===== src/rtl/parking_lot_counter_pkg.sv =====
// Shared types for the parking-lot gate decoder and occupancy counter.
// The gate FSM states, the event it reports, and the default lot size.
package parking_pkg;

   typedef enum logic [2:0] {IDLE, EN1, EN2, EN3, EX1, EX2, EX3} gate_state_t;
   typedef enum logic [1:0] {EVT_NONE, EVT_ENTER, EVT_EXIT} gate_evt_t;

   localparam int DEFAULT_CAPACITY = 25;

endpackage


===== src/rtl/parking_lot_counter_if.sv =====
// Bundle between the gate sensors / HEX display side and the occupancy counter.
// There is no handshake: sensors are levels, enter/exit/reject are 1-cycle pulses.
interface parking_lot_counter_if #(parameter int CW = 5);
   import parking_pkg::*;

   logic          a;
   logic          b;
   logic [CW-1:0] cars;
   logic [3:0]    count1;
   logic [3:0]    count10;
   logic          enter;
   logic          exit;
   logic          reject;
   logic          full;
   logic          empty;
   gate_state_t   fsm_state;

   modport master (
      output a, b,
      input  cars, count1, count10, enter, exit, reject, full, empty, fsm_state
   );

   modport slave (
      input  a, b,
      output cars, count1, count10, enter, exit, reject, full, empty, fsm_state
   );

endinterface


===== src/rtl/parking_lot_counter_gate_fsm.sv =====
// Synchronises the two beam sensors and decodes entry/exit crossing sequences.
// evt is combinational: it is high in the cycle whose edge leaves EN3/EX3.
module gate_fsm
   import parking_pkg::*;
(
   input  logic        clk,
   input  logic        reset,
   input  logic        a,
   input  logic        b,
   output gate_evt_t   evt,
   output gate_state_t state_dbg
);

   logic        a_m, a_s, b_m, b_s;
   logic [1:0]  ab;
   gate_state_t state_q, state_d;

   always_ff @(posedge clk) begin
      if (reset) begin
         a_m     <= 1'b0;
         a_s     <= 1'b0;
         b_m     <= 1'b0;
         b_s     <= 1'b0;
         state_q <= IDLE;
      end else begin
         a_m     <= a;
         a_s     <= a_m;
         b_m     <= b;
         b_s     <= b_m;
         state_q <= state_d;
      end
   end

   assign ab        = {a_s, b_s};
   assign state_dbg = state_q;

   // Any ab value not named in a state's case holds that state.
   always_comb begin
      state_d = state_q;
      evt     = EVT_NONE;
      case (state_q)
         IDLE: case (ab)
            2'b10:   state_d = EN1;
            2'b01:   state_d = EX1;
            default: ;
         endcase
         EN1: case (ab)
            2'b11:   state_d = EN2;
            2'b00:   state_d = IDLE;
            2'b01:   state_d = IDLE;
            default: ;
         endcase
         EN2: case (ab)
            2'b01:   state_d = EN3;
            2'b10:   state_d = EN1;
            2'b00:   state_d = IDLE;
            default: ;
         endcase
         EN3: case (ab)
            2'b00: begin
               state_d = IDLE;
               evt     = EVT_ENTER;
            end
            2'b11:   state_d = EN2;
            2'b10:   state_d = IDLE;
            default: ;
         endcase
         EX1: case (ab)
            2'b11:   state_d = EX2;
            2'b00:   state_d = IDLE;
            2'b10:   state_d = IDLE;
            default: ;
         endcase
         EX2: case (ab)
            2'b10:   state_d = EX3;
            2'b01:   state_d = EX1;
            2'b00:   state_d = IDLE;
            default: ;
         endcase
         EX3: case (ab)
            2'b00: begin
               state_d = IDLE;
               evt     = EVT_EXIT;
            end
            2'b11:   state_d = EX2;
            2'b01:   state_d = IDLE;
            default: ;
         endcase
         default: state_d = IDLE;
      endcase
   end

endmodule


===== src/rtl/parking_lot_counter.sv =====
// Saturating occupancy counter with incremental BCD digits and status flags.
// Gate events from gate_fsm are registered here, so pulses and count move together.
module parking_lot_counter
   import parking_pkg::*;
#(
   parameter int CAPACITY = DEFAULT_CAPACITY,
   parameter int CW       = $clog2(CAPACITY + 1)
)
(
   input logic                 clk,
   input logic                 reset,
   parking_lot_counter_if.slave bus
);

   localparam logic [CW-1:0] CAP_M1 = CW'(CAPACITY - 1);
   localparam logic [CW-1:0] ONE    = CW'(1);

   gate_evt_t     evt;
   logic [CW-1:0] cars_q;
   logic [3:0]    count1_q, count10_q;
   logic          enter_q, exit_q, reject_q, full_q, empty_q;

   gate_fsm u_gate (
      .clk       (clk),
      .reset     (reset),
      .a         (bus.a),
      .b         (bus.b),
      .evt       (evt),
      .state_dbg (bus.fsm_state)
   );

   // full_q/empty_q always mirror cars_q, so they double as the saturation tests.
   always_ff @(posedge clk) begin
      if (reset) begin
         cars_q    <= '0;
         count1_q  <= 4'd0;
         count10_q <= 4'd0;
         enter_q   <= 1'b0;
         exit_q    <= 1'b0;
         reject_q  <= 1'b0;
         full_q    <= 1'b0;
         empty_q   <= 1'b1;
      end else begin
         enter_q  <= 1'b0;
         exit_q   <= 1'b0;
         reject_q <= 1'b0;
         case (evt)
            EVT_ENTER: begin
               if (full_q) begin
                  reject_q <= 1'b1;
               end else begin
                  enter_q <= 1'b1;
                  cars_q  <= cars_q + 1'b1;
                  full_q  <= (cars_q == CAP_M1);
                  empty_q <= 1'b0;
                  if (count1_q == 4'd9) begin
                     count1_q  <= 4'd0;
                     count10_q <= count10_q + 4'd1;
                  end else begin
                     count1_q  <= count1_q + 4'd1;
                  end
               end
            end
            EVT_EXIT: begin
               if (empty_q) begin
                  reject_q <= 1'b1;
               end else begin
                  exit_q  <= 1'b1;
                  cars_q  <= cars_q - 1'b1;
                  full_q  <= 1'b0;
                  empty_q <= (cars_q == ONE);
                  if (count1_q == 4'd0) begin
                     count1_q  <= 4'd9;
                     count10_q <= count10_q - 4'd1;
                  end else begin
                     count1_q  <= count1_q - 4'd1;
                  end
               end
            end
            default: ;
         endcase
      end
   end

   assign bus.cars    = cars_q;
   assign bus.count1  = count1_q;
   assign bus.count10 = count10_q;
   assign bus.enter   = enter_q;
   assign bus.exit    = exit_q;
   assign bus.reject  = reject_q;
   assign bus.full    = full_q;
   assign bus.empty   = empty_q;

endmodule


===== src/flat_wrapper.sv =====
// flat-port wrapper written by rule: the top's interface ports become plain ports
module parking_lot_counter_flat import parking_pkg::*;
#(
   parameter int CAPACITY = DEFAULT_CAPACITY,
   parameter int CW       = $clog2(CAPACITY + 1)
)
  (clk, reset, bus_a, bus_b, bus_cars, bus_count1, bus_count10, bus_enter, bus_exit, bus_reject, bus_full, bus_empty, bus_fsm_state);
  parking_lot_counter_if #(.CW(CW)) bus_i ();
  input logic clk;
  input logic reset;
  input wire logic [$bits(bus_i.a)-1:0] bus_a;
  input wire logic [$bits(bus_i.b)-1:0] bus_b;
  output wire logic [$bits(bus_i.cars)-1:0] bus_cars;
  output wire logic [$bits(bus_i.count1)-1:0] bus_count1;
  output wire logic [$bits(bus_i.count10)-1:0] bus_count10;
  output wire logic [$bits(bus_i.enter)-1:0] bus_enter;
  output wire logic [$bits(bus_i.exit)-1:0] bus_exit;
  output wire logic [$bits(bus_i.reject)-1:0] bus_reject;
  output wire logic [$bits(bus_i.full)-1:0] bus_full;
  output wire logic [$bits(bus_i.empty)-1:0] bus_empty;
  output wire logic [$bits(bus_i.fsm_state)-1:0] bus_fsm_state;
  assign bus_i.a = bus_a;
  assign bus_i.b = bus_b;
  assign bus_cars = bus_i.cars;
  assign bus_count1 = bus_i.count1;
  assign bus_count10 = bus_i.count10;
  assign bus_enter = bus_i.enter;
  assign bus_exit = bus_i.exit;
  assign bus_reject = bus_i.reject;
  assign bus_full = bus_i.full;
  assign bus_empty = bus_i.empty;
  assign bus_fsm_state = bus_i.fsm_state;
  parking_lot_counter #(.CAPACITY(CAPACITY), .CW(CW)) u_core (.clk(clk), .reset(reset), .bus(bus_i));
endmodule

===== config.mk =====
export PLATFORM = sky130hd
export DESIGN_NAME = parking_lot_counter_flat
export DESIGN_NICKNAME = d
export VERILOG_FILES = /design/src/rtl/parking_lot_counter_pkg.sv /design/src/rtl/parking_lot_counter_if.sv /design/src/rtl/parking_lot_counter_gate_fsm.sv /design/src/rtl/parking_lot_counter.sv /design/src/flat_wrapper.sv
export SDC_FILE = /design/constraint.sdc
export NUM_CORES = 1
export LEC_CHECK = 0
export CAP_MARGIN = 20
export CORE_ASPECT_RATIO = 1.4
export CORE_UTILIZATION = 40
export CTS_CLUSTER_DIAMETER = 60
export DETAILED_ROUTE_END_ITERATION = 6
export GPL_TIMING_DRIVEN = 0
export SLEW_MARGIN = 20
export SYNTH_ARGS = -nofsm -noshare
export SYNTH_HDL_FRONTEND = slang
export SYNTH_HIERARCHICAL = 1
export SYNTH_SLANG_ARGS = --single-unit

===== constraint.sdc =====
create_clock -name clk -period 8.9 [get_ports clk]
set_clock_uncertainty 0.2 [all_clocks]
set_input_delay 2.67 -clock clk [delete_from_list [all_inputs] [get_ports clk]]
set_output_delay 2.67 -clock clk [all_outputs]
set_load 0.02 [all_outputs]

==> impl_metrics.csv, run 1 <==
group,metric,value,unit
pwr,switching_share,21.7,%
critical_path,worstPathMaxFanout,10,
pwr,worst_ir_drop_vdd,81.0,uV
clock_tree,ctsHtreeMaxLevel,1,
clock_tree,cts_tree,"built",
synthesis,synth_area,0.00139,sq mm
synthesis,synthArstFlopShare,0,%
synthesis,synth.ff_latch_count,25,
clock_tree,clk_latency,0.26,ns
sta,setup_viol,0,
drt,drtPass1Iterations,4,
finish,final_nets,200,
clock_tree,root_buffer,"clkbuf_8",
run,max_cap_viol_count,0,
finish,drive_gt1_share,4.26,%
pwr,p_per_area,110,mW/mm^2
finish,ff_latch_area,500,sq um
critical_path,max_stage_delay,0.64,ns
sta,worst_pin_slew,0.537,ns
sta,min_period_over_period,49.4,%
sta,fmax,228,MHz
finish,final_area,0.00173,sq mm
sta,min_period,4.39,ns
synthesis,synth_top_area_share,36.0,%
clock_tree,clkTransAtPathRegs,0.09,ns
sta,setup_ws,4.51,ns
sta,relSlewSlack,64.2,%
drt,antenna_left,0,
finish,antennaDiodeCount,0,
drt,wire_per_inst,14.6,um
critical_path,path_cells,"clkdlybuf4s50_1 -> clkbuf_1 -> buf_1 -> nor2_1",
critical_path,crit_slowest_cell,"clkdlybuf4s50_1",
synthesis,synth.net_count,171,
pwr,cellLeakagePower,0.578,nW
global_route,grt_pass1_vias,1193,
global_route,grt_max_degree,14,
synthesis,synth_cell_types,50,
floorplan,die_area,0.00372,sq mm
pwr,p_switching,0.0414,mW
finish,multiInputGateArea,818,sq um
clock_tree,postCtsSetupBuffers,0,
place,placed_cell_area,0.00168,sq mm
floorplan,ioPinCount,25,
global_route,grt_pass1_wl,5550,um
drt,drc,0,
global_route,overflow,0,
drt,routed_wl,3340,um
place,io_buffers,24,
min_path,hp-class,"reg2reg",
synthesis,yosys_warnings,6,
outcome,status,"finished, final reports clean",
place,place_ws,4.20,ns
floorplan,num_rows,25,
global_route,track_usage,19.3,%
pwr,share_comb_of_total_power,4.3,%
clock_tree,cts_resized,0,
synthesis,synth_edf_count,0,
synthesis,yosysSeqAreaShare,36.0,%
critical_path,crit_arrival,4.34,ns
clock_tree,cts_buffers,3,
clock_tree,cts_hold_buf,0,
place,dp_hpwl,2420,um
sta,finalHoldViolCount,0,
clock_tree,clock_sinks,25,
critical_path,required,8.84,ns
clock_tree,cts_buffer_depth,2,
sta,finalMaxSlewViolations,0,
sta,rsz0062_at_grt,"no",
synthesis,yosysMostFrequentCell,"dfxtp_1",
floorplan,die_h,71.8,um
synthesis,synth_top_cell_by_area,"dfxtp_1",
finish,nFillCells,349,
synthesis,syn_inst,160,
drt,vias_per_cell,5.61,
synthesis,synthTopCellsByArea,"dfxtp_1 36%, ha_1 6.3%, a21oi_1 5.4%, nor2b_1 3.6%, nor2_1 3.5%",
floorplan,initial_core_util,41.6,%
global_route,grt_antenna_before_repair,0,
critical_path,worstSetupPathType,"in2reg",
pwr,p_int,0.149,mW
critical_path,cp-start-kind,"input pin",
drt,first_iter_violations,22,
finish,syn2layout_area_growth,24.1,%
sta,setup_tns,0,ns
synthesis,yosys-top-cells-count,"25 x dfxtp_1, 15 x a21oi_1, 13 x nor2_1",
synthesis,postSynthAreaPerCell,8.70,sq um
place,gp_congestion,0.853,
synthesis,ys.flop_type,"dfxtp_1",
pwr,p_clk_share,35.4,%
floorplan,die_w,51.8,um
floorplan,core_area,0.00335,sq mm
drt,num_vias,1279,
pwr,power_frac_seq,60.3,%
critical_path,endpoint_kind,"flop",
power groups by stage:
stage | Sequential [mW] | Clock (mW) | Combinational [mW]
floorplan | 0.118 | 0 | 0.00358
global placement | 0.117 | 0 | 0.00802
detailed placement | 0.117 | 0 | 0.00820
CTS | 0.115 | 0.0701 | 0.00824
global route | 0.115 | 0.0734 | 0.00889
finish | 0.115 | 0.0673 | 0.00818
layout make-up:
cell class	instances	area share [%]
Buffer	8	2.25
Clock buffer	4	2.61
Inverter	9	1.96
Multi-Input combinational cell	118	47.4
Sequential cell	25	29.0
Tap cell	40	2.90
Timing Repair Buffer	24	13.9
state kept, by name (all words and copies together), names as in the netlist:
signal,flops
u_core/bus.cars,5
u_core/bus.count1,4
u_core/bus.count10,4
u_core/bus.empty,1
u_core/bus.enter,1
u_core/bus.exit,1
u_core/bus.full,1
u_core/bus.reject,1
u_core/u_gate/a_m,1
u_core/u_gate/a_s,1
u_core/u_gate/b_m,1
u_core/u_gate/b_s,1
u_core/u_gate/state_dbg,3
metrics by stage:
stage                     util, %  power (mW)  hold WS, ns  std cells
after global routing         51.6       0.197        0.263        228
after global placement       50.2       0.125        0.229        224
final                        51.6       0.190        0.251        228
after detailed placement     50.2       0.126        0.230        224
after CTS                    51.6       0.193        0.256        228
after floorplan                 -       0.121        0.214        160
per-layer routing:
metal  track usage [%]  up-vias  part of all wire [%]
met2              34.2       25                    54
met3              2.76        4                   2.6
met5                 0        -                     0
met4              7.81        0                   1.2
met1              22.6      619                    42
li1                  -      631                     -
layout by cell type (no fill, tap or decap), drive strengths merged, types with 2 or more instances in the layout:
cell,n
buf,3
nand2b,2
nor2b,8
or4b,2
a211oi,6
clkbuf,9
nor3,4
o22ai,2
or2,2
nand4b,2
a2111oi,3
nand3b,2
nor2,13
dfxtp,25
inv,9
xnor2,5
xor2,4
nor4b,3
a21oi,15
or3,3
clkdlybuf4s50,24
nand2,8
ha,7
o21ai,4
mux2i,2
worst max-delay path: cells and delay by family:
family	cells	cell delay (ns)
simple gates	1	0.10
buf+inv	3	1.56
kinds of logic (layout without fill, tap and decap cells):
group           count (synthesis)  in the layout  share of synthesized area, %
buf+inv                        17             45                          5.22
mux                             3              3                          2.25
fa+ha+maj                       7              7                          6.29
simple gates                   59             59                          25.5
compound gates                 40             40                          19.1
flops                          25             25                          36.0
xor+xnor                        9              9                          5.67
path summary, 6_finish.rpt:
| check | start | end | slack, ns | cells after the start |
|---|---|---|---|---|
| setup / recovery | reset | u_core/bus.cars[3] | 4.51 | 4 |
| hold / removal | u_core/u_gate/a_m | u_core/u_gate/a_s | 0.25 | 1 |
| setup reg to reg | u_core/u_gate/state_dbg[1] | u_core/bus.count10[2] | 5.15 | 11 |
| hold reg to reg | u_core/u_gate/a_m | u_core/u_gate/a_s | 0.25 | 1 |
No activity file was read; power rests on OpenSTA's default activity.
==> run 2: changes to the inputs <==
Settings changed: PLACE_DENSITY from default to 0.66.
Clock period 8.9 ns to 3.7 ns, I/O delays scaled along.
==> impl_metrics.csv, run 2 (synthesized netlist as in run 1, its figures left out) <==
group,metric,value,unit
global_route,grt_max_degree,15,
critical_path,endpoint_kind,"flop",
drt,num_vias,1272,
pwr,p_clk_share,35.2,%
place,io_buffers,24,
global_route,grt_pass1_wl,5150,um
clock_tree,clock_sinks,25,
sta,setup_ws,0.272,ns
clock_tree,root_buffer,"clkbuf_8",
critical_path,crit_arrival,3.43,ns
sta,fmax,292,MHz
drt,first_iter_violations,22,
sta,relSlewSlack,66.0,%
sta,setup_viol,0,
sta,rsz0062_at_grt,"no",
critical_path,crit_slowest_cell,"nor4bb_1",
floorplan,ioPinCount,25,
pwr,share_comb_of_total_power,4.2,%
drt,vias_per_cell,5.58,
finish,final_common_cell,"dfxtp_1",
drt,drc,0,
critical_path,endpoint,"u_core/bus.count10[2]",
global_route,grt_antenna_before_repair,0,
floorplan,die_h,71.8,um
pwr,switching_share,21.8,%
clock_tree,cts_buffers,3,
finish,largest_reg_flops,5,
floorplan,num_rows,25,
clock_tree,cts_tree,"built",
critical_path,cp-start-kind,"flop",
clock_tree,clkTransAtPathRegs,0.09,ns
floorplan,die_w,51.8,um
place,place_ws,0.117,ns
clock_tree,cts_resized,0,
clock_tree,clk_latency,0.27,ns
sta,worst_pin_slew,0.510,ns
floorplan,core_area,0.00335,sq mm
critical_path,critPathBufInv,2,
critical_path,worstPathMaxFanout,10,
pwr,power_frac_seq,60.6,%
finish,final_cell_mix,"25 x dfxtp_1, 24 x clkdlybuf4s50_1, 15 x a21oi_1",
drt,wire_per_inst,13.8,um
finish,drive_gt1_share,5.32,%
drt,drtPass1Iterations,4,
critical_path,required,3.70,ns
pwr,power,0.456,mW
sta,finalHoldViolCount,0,
critical_path,path_cells,"nor2b_1 -> nor4bb_1 -> ha_1 -> clkbuf_2 -> buf_2 -> xor2_1 -> ha_1 -> a21oi_1 -> xor2_1 -> or4_1 -> a21oi_1",
critical_path,cp-startpoint,"u_core/u_gate/state_dbg[1]",
place,gp_congestion,0.841,
finish,antennaDiodeCount,0,
critical_path,rrSetupSlack,0.27,ns
sta,setup_tns,0,ns
outcome,status,"finished, final reports clean",
global_route,track_usage,18.5,%
pwr,p_int,0.357,mW
clock_tree,postCtsSetupBuffers,0,
run,max_cap_viol_count,0,
floorplan,initial_core_util,41.6,%
pwr,cellLeakagePower,0.584,nW
critical_path,worst-path-stages,11,
global_route,overflow,0,
sta,finalMaxSlewViolations,0,
floorplan,die_area,0.00372,sq mm
critical_path,ff2ff_path_depth,11,
critical_path,r2r-end,"u_core/bus.count10[2]",
global_route,grt_pass1_vias,1172,
critical_path,max_stage_delay,0.49,ns
drt,antenna_left,0,
sta,min_period,3.43,ns
critical_path,rr_startpoint,"u_core/u_gate/state_dbg[1]",
place,dp_hpwl,2320,um
critical_path,cp_top_family,"simple AND/OR/NAND/NOR gates",
drt,routed_wl,3150,um
finish,final_nets,200,
pwr,p_switching,0.0994,mW
pwr,worst_ir_drop_vdd,257,uV
sta,min_period_over_period,92.7,%
finish,syn2layout_area_growth,24.3,%
clock_tree,cts_buffer_depth,2,
critical_path,worstSetupPathType,"reg2reg",
min_path,hp-class,"reg2reg",
clock_tree,cts_hold_buf,0,
pwr,p_per_area,264,mW/mm^2
clock_tree,ctsHtreeMaxLevel,1,
finish,nFillCells,325,
## run 2: changes by cell type in the layout (fill, tap and decap cells not counted)
| cell | delta |
|---|---|
| clkinv_2 | +1 |
| clkbuf_2 | +1 |
| clkbuf_1 | -2 |
## run 2: final cells by class
| cell class | count | area [sq um] | share of cell area, % |
|---|---|---|---|
| flip-flops and latches | 25 | 500 | 28.9 |
| well taps | 40 | 50.0 | 2.89 |
| repair buffers | 24 | 240 | 13.9 |
| clock inverters | 1 | 5.00 | 0.289 |
| multi-input cells | 118 | 818 | 47.3 |
| inverters | 9 | 33.8 | 1.95 |
| clock buffers | 3 | 41.3 | 2.39 |
| plain buffers | 8 | 40.0 | 2.32 |
## run 2: worst register-to-register path: cells and delay by family, from the launching register on
kind            cells  cell delay (ns)
compound gates      2             0.20
flops               1             0.46
buf+inv             2             0.57
xor+xnor            2             0.33
simple gates        3             1.12
fa+ha+maj           2             0.49
## run 2: worst min-delay path by stage
stage,from,to,cells after the start
2_1_floorplan,u_core/u_gate/a_m,u_core/u_gate/a_s,1
3_3_place_gp,u_core/u_gate/a_m,u_core/u_gate/a_s,1
3_5_place_dp,u_core/u_gate/a_m,u_core/u_gate/a_s,1
4_1_cts,u_core/u_gate/a_m,u_core/u_gate/a_s,1
5_1_grt,u_core/u_gate/b_m,u_core/u_gate/b_s,1
6_report,u_core/u_gate/a_m,u_core/u_gate/a_s,1
## run 2: power groups by stage
stage	logic, mW	registers [mW]	clock network, mW
floorplan	0.00862	0.283	0
global placement	0.0190	0.283	0
detailed placement	0.0195	0.283	0
CTS	0.0196	0.276	0.167
global route	0.0211	0.277	0.180
finish	0.0193	0.276	0.160
## run 2: routing by layer
| metal | track usage (%) | wire length [um] |
|---|---|---|
| met1 | 21.0 | 1370 |
| met4 | 8.11 | 42 |
| met5 | 0 | 0 |
| met3 | 3.40 | 105 |
| met2 | 32.6 | 1630 |
## run 2: per-stage QoR
stage                     hold slack, ns  std cells  utilization (%)  area [sq um]
after floorplan                    0.214        160                -          1390
after global placement             0.226        224             50.2          1680
after detailed placement           0.234        224             50.2          1680
after CTS                          0.257        228             51.6          1730
after global routing               0.262        228             51.7          1730
final                              0.250        228             51.7          1730
==> RTL edit 1 (settings of run 2) <==
Change the package constant `DEFAULT_CAPACITY` from 25 to 50.
--- a/src/rtl/parking_lot_counter_pkg.sv
+++ b/src/rtl/parking_lot_counter_pkg.sv
@@ -5,7 +5,7 @@
    typedef enum logic [2:0] {IDLE, EN1, EN2, EN3, EX1, EX2, EX3} gate_state_t;
    typedef enum logic [1:0] {EVT_NONE, EVT_ENTER, EVT_EXIT} gate_evt_t;
 
-   localparam int DEFAULT_CAPACITY = 25;
+   localparam int DEFAULT_CAPACITY = 50;
 
 endpackage
 
Interface: changed (resized bus_cars); port bits go from 25 to 26. No check against the original RTL was run, so the function may have changed too.
==> RTL edit 1 against run 2 <==
  * Sequential share of layout area fell by 0.76 points
  * Routed wire length rose by 13%
  * Global-route usage rose by 1.8 points
  * Via count rose by 4.5%
  * Combinational power fell by 9%
  * Final area rose by 6.8%
  * Worst setup slack improved by 0.015 ns
  * Area after synthesis rose by 4.9%
  * Sequential cell count rose by 1
  * Power rose by 20%
==> RTL edit 1: results (changes against run 2) <==
* Async S/R FF share, synth at 0% (unchanged)
* Seq_cells at 26 (was 25)
* Syn nets at 174 (was 171)
* First-pass GRT wire length at 5.80 mm (was 5.15 mm)
* Most frequent cells after synthesis: 26 x dfxtp_1, 12 x a21oi_1, 12 x nor2_1, 9 x inv_1, 8 x nor2b_1 (was 25 x dfxtp_1, 15 x a21oi_1, 13 x nor2_1, 9 x inv_1)
* Vias per cell at 5.73 (was 5.58)
* R2R Path Start: u_core/u_gate/state_dbg[1] (unchanged)
* Max incr delay on CP at 0.46 ns (was 0.49 ns)
* Layout cells sized above 1 at 10.4% (was 5.32%)
* Initial antenna violation count at 0 (unchanged)
* Invs w/o clock at 9 (unchanged)
* Clock buffer depth at 2 (unchanged)
* Top_reg_cell synth: dfxtp_1 (unchanged)
* Crit-path max FO at 10 (unchanged)
* Max reg flops at 6 (was 5)
* LEAKAGE at 0.617 nW (was 0.584 nW)
* FP Rows at 25 (unchanged)
* Comb_multi_in at 121 (was 118)
* Hpwl dp at 2.51 mm (was 2.32 mm)
* Nets at 204 (was 200)
* Antenna diodes at 0 (unchanged)
* Register area share after synthesis at 35.6% (was 36.0%)
* WS Path Type: flop to flop (unchanged)
* Cts bufs inserted at 3 (unchanged)
* Htree depth at 1 (unchanged)
* Worst path slowest cell: dfxtp_1 (was nor4bb_1)
* R2R depth at 11 (unchanged)
* WL final at 3.56 mm (was 3.15 mm)
* Fillers at 340 (was 325)
* CP top delay family: simple AND/OR/NAND/NOR gates (unchanged)
* Largest net degree at the start of global routing at 16 (was 15)
* Placed Area at 0.00176 mm2 (was 0.00168 mm2)
* GRT Total Usage at 20.3% (was 18.5%)
* Port bufs at 25 (was 24)
* Resize count post-CTS at 0 (unchanged)
* Multi-input gate share of total cell area at 47.2% (was 47.3%)
* ClkCell Share at 3.86% (was 2.68%)
* Non-clock buffer share at 16.3% (was 16.2%)
* Slew @ Worst Pin at 0.408 ns (was 0.510 ns)
* Register area at 520 um2 (was 500 um2)
* Number of non-clock buffers at 32 (unchanged)
* Clock tree root driver cell: clkbuf_8 (unchanged)
* Final GP Congestion at 0.793 (was 0.841)
* Number of distinct library cells after synthesis at 49 (was 50)
* Peak supply drop at 0.220 mV (was 0.257 mV)
* Vias in the first global route at 1347 (was 1172)
* R2r setup slk at 0.29 ns (was 0.27 ns)
* Run status: complete, no violations (unchanged)
* # Post-CTS Setup Buffers at 0 (unchanged)
* Post-Layout Inst Area at 0.00185 mm2 (was 0.00173 mm2)
* Starting DRT DRC Count at 48 (was 22)
* Top cells by area, synth: dfxtp_1 36%, ha_1 6.0%, xnor2_1 4.2% (was dfxtp_1 36%, ha_1 6.3%, a21oi_1 5.4%)
[RTL edit 1: changes by cell type after synthesis, sizes merged, moves of 3 or more]
cell / before / now
clkbuf: 5 / 1
a21oi: 15 / 12
buf: 3 / 6
nand2: 8 / 5
nor3b: 1 / 4
[RTL edit 1: layer usage]
layer / part of all wire (%) / routed length [um] / GRT usage [%]
met1: 39 / 1400 / 19.9
met2: 55 / 1950 / 39.0
met3: 3.7 / 133 / 2.28
met4: 2.4 / 85 / 12.0
met5: 0 / 0 / 0
[RTL edit 1: cells by family after synthesis]
family          count (synthesis)  synth area share, %
simple gates                   58                 24.2
flops                          26                 35.6
mux                             4                 2.83
buf+inv                        16                 5.74
fa+ha+maj                       7                 6.00
compound gates                 41                 19.0
xor+xnor                       11                 6.60
[RTL edit 1: per-stage QoR]
step | total power (W) | std cells | worst slack (ns)
after global routing | 0.000560 | 232 | 0.0521
after CTS | 0.000552 | 232 | 0.163
after global placement | 0.000308 | 228 | 0.290
final | 0.000547 | 232 | 0.287
after detailed placement | 0.000309 | 228 | 0.240
after floorplan | 0.000300 | 163 | 0.537
[RTL edit 1: worst min path at each step]
stage,startpoint,to,slack [ns],depth (start not counted)
2_1_floorplan,u_core/u_gate/a_m,u_core/u_gate/a_s,0.21,1
3_3_place_gp,u_core/u_gate/b_m,u_core/u_gate/b_s,0.23,1
3_5_place_dp,u_core/u_gate/b_m,u_core/u_gate/b_s,0.23,1
4_1_cts,u_core/u_gate/a_m,u_core/u_gate/a_s,0.25,1
5_1_grt,u_core/u_gate/a_m,u_core/u_gate/a_s,0.27,1
6_report,u_core/u_gate/b_m,u_core/u_gate/b_s,0.26,1
[RTL edit 1: report_power, final]
part           internal, W  switching (W)
combinational   0.00000849     0.00000903
sequential        0.000282     0.00000317
clock             0.000145      0.0000990
==> RTL edit 2 (flow settings as in run 2) <==
Without the edit above. One comparison of `count1_q` changes from == to >=.
--- a/src/rtl/parking_lot_counter.sv
+++ b/src/rtl/parking_lot_counter.sv
@@ -53,7 +53,7 @@
                   cars_q  <= cars_q + 1'b1;
                   full_q  <= (cars_q == CAP_M1);
                   empty_q <= 1'b0;
-                  if (count1_q == 4'd9) begin
+                  if (count1_q >= 4'd9) begin
                      count1_q  <= 4'd0;
                      count10_q <= count10_q + 4'd1;
                   end else begin
Behaviour: no difference found for any inputs over 10 cycles, from zero or initial values and one cycle with reset high; that may be too few to reach the edited logic, so the function may still have changed.
==> RTL edit 2 against run 2 <==
  * Global-route usage fell by 0.73 points
  * Area after synthesis is 9.7% higher
  * Worst setup slack better by 0.45 ns
  * Sequential cell count is the same
  * Routed wire length is 6.4% higher
  * Final area rose by 7.9%
  * Synthesized cell count rose by 2.5%
  * Largest cell class unchanged
Power is not compared: it rests on default switching activity, and its combinational part moved more than twofold at a synthesized area within 25%.
==> RTL edit 2: results (changes against run 2) <==
* Mux cell area share after synthesis at 1.64% (was 2.25%)
* Relative slew slack at 65.4% (was 66.0%)
* Class of the worst hold path: flop to flop (unchanged)
* Run status: complete, no violations (unchanged)
* Syn nets at 180 (was 171)
* Synth Area in Compound Gates at 21.5% (was 19.1%)
* Cts bufs inserted at 3 (unchanged)
* Hold Vio Cnt, Final at 0 (unchanged)
* Synth Area in XOR/XNOR at 4.02% (was 5.67%)
* Antenna diodes at 0 (unchanged)
* GRT Total Usage at 17.8% (was 18.5%)
* Fillers at 356 (was 325)
* LEAKAGE at 0.699 nW
* Hpwl dp at 2.50 mm (was 2.32 mm)
* Nets at 209 (was 200)
* Peak supply drop at 0.252 mV
* Clock buffer depth at 2 (unchanged)
* Initial antenna violation count at 0 (unchanged)
* Detailed Routing Iterations Pass 1 at 4 (unchanged)
* Placed Area at 0.00182 mm2 (was 0.00168 mm2)
* Vias per cell at 5.53 (was 5.58)
* Most frequent cells after synthesis: 25 x dfxtp_1, 14 x a21oi_1, 12 x inv_1, 12 x nor2_1, 11 x ha_1 (was 25 x dfxtp_1, 15 x a21oi_1, 13 x nor2_1, 9 x inv_1)
* Clock-pin transition on the worst setup and hold timing paths at 0.09 ns (about the same)
* Post-Synth Adder-Cell Area at 10.3% (was 6.29%)
* Final GP Congestion at 0.816 (was 0.841)
* Number of distinct library cells after synthesis at 56 (was 50)
* Register area share after synthesis at 32.8% (was 36.0%)
* Htree depth at 1 (unchanged)
* Synth Warn # at 6 (unchanged)
* Port bufs at 24 (unchanged)
* Top_reg_cell synth: dfxtp_1 (unchanged)
* First-pass GRT wire length at 5.44 mm (was 5.15 mm)
* Starting DRT DRC Count at 24 (was 22)
* WP data arrival at 2.94 ns (was 3.43 ns)
* Clk_lat worst skew at 0.27 ns (about the same)
* DP Worst Slack at 0.734 ns (was 0.117 ns)
* Resize count post-CTS at 0 (unchanged)
* # Post-CTS Setup Buffers at 0 (unchanged)
* Crit-path max FO at 8 (was 10)
* Layout cells sized above 1 at 9.90% (was 5.32%)
* Vias in the first global route at 1225 (was 1172)
* Top cells by area, synth: dfxtp_1 33%, ha_1 9.0%, a21oi_1 4.6% (was dfxtp_1 36%, ha_1 6.3%, a21oi_1 5.4%)
* WL final at 3.35 mm (was 3.15 mm)
* Final core occ at 51.2% (was 51.7%)
* Clock tree root driver cell: clkbuf_8 (unchanged)
* Max reg flops at 5 (unchanged)
* Async S/R FF share, synth at 0% (unchanged)
* Largest net degree at the start of global routing at 15 (unchanged)
-- RTL edit 2: path summary, 6_finish.rpt --
kind | end | start | cells past startpoint | slack (ns)
hold reg to reg | u_core/u_gate/a_s | u_core/u_gate/a_m | 1 | 0.26
hold / removal | u_core/u_gate/a_s | u_core/u_gate/a_m | 1 | 0.26
setup reg to reg | u_core/bus.count10[3] | u_core/u_gate/state_dbg[1] | 9 | 0.72
setup / recovery | u_core/bus.count10[3] | u_core/u_gate/state_dbg[1] | 9 | 0.72
-- RTL edit 2: cell families after synthesis --
group | Yosys count
AOI/OAI and AO/OA | 44
xor gates and xnor gates | 7
adders and majority gates | 12
buffers and inverters | 19
DFF | 25
muxes | 2
and+or+nand+nor | 55
-- RTL edit 2: metal layers --
metal	GRT usage (%)	wire length [um]	vias up
met3	2.22	117	2
met2	33.3	1820	26
li1	-	-	651
met5	0	0	-
met4	5.13	16	0
met1	20.1	1400	615
-- RTL edit 2: report_power, final --
part / switching, W / internal (W)
registers: 0.00000505 / 0.000273
logic: 0.0000220 / 0.0000187
clock network: 0.0000865 / 0.0000753
-- RTL edit 2: cell type report --
cell class	instances	share of cell area [%]
tap	42	2.82
clock buffer	3	2.21
timing repair buffer	24	12.9
inverter	13	2.62
buffer	6	2.48
sequential	25	26.8
multi-input combinational	120	49.9
clock inverter	1	0.268
-- RTL edit 2: through the flow --
step                      instances  hold slack (ns)
after floorplan                 164            0.214
after global placement          230            0.233
after detailed placement        230            0.234
after CTS                       234            0.261
after global routing            234            0.276
final                           234            0.258
-- RTL edit 2: critical path, cell delays in order (launching register included) --
cell,delay (ns)
dfxtp_1,0.47
nor2b_1,0.23
nor4b_1,0.38
inv_1,0.09
ha_1,0.26
ha_1,0.34
a21oi_1,0.18
a21oi_1,0.11
nor4_2,0.29
mux2_4,0.33
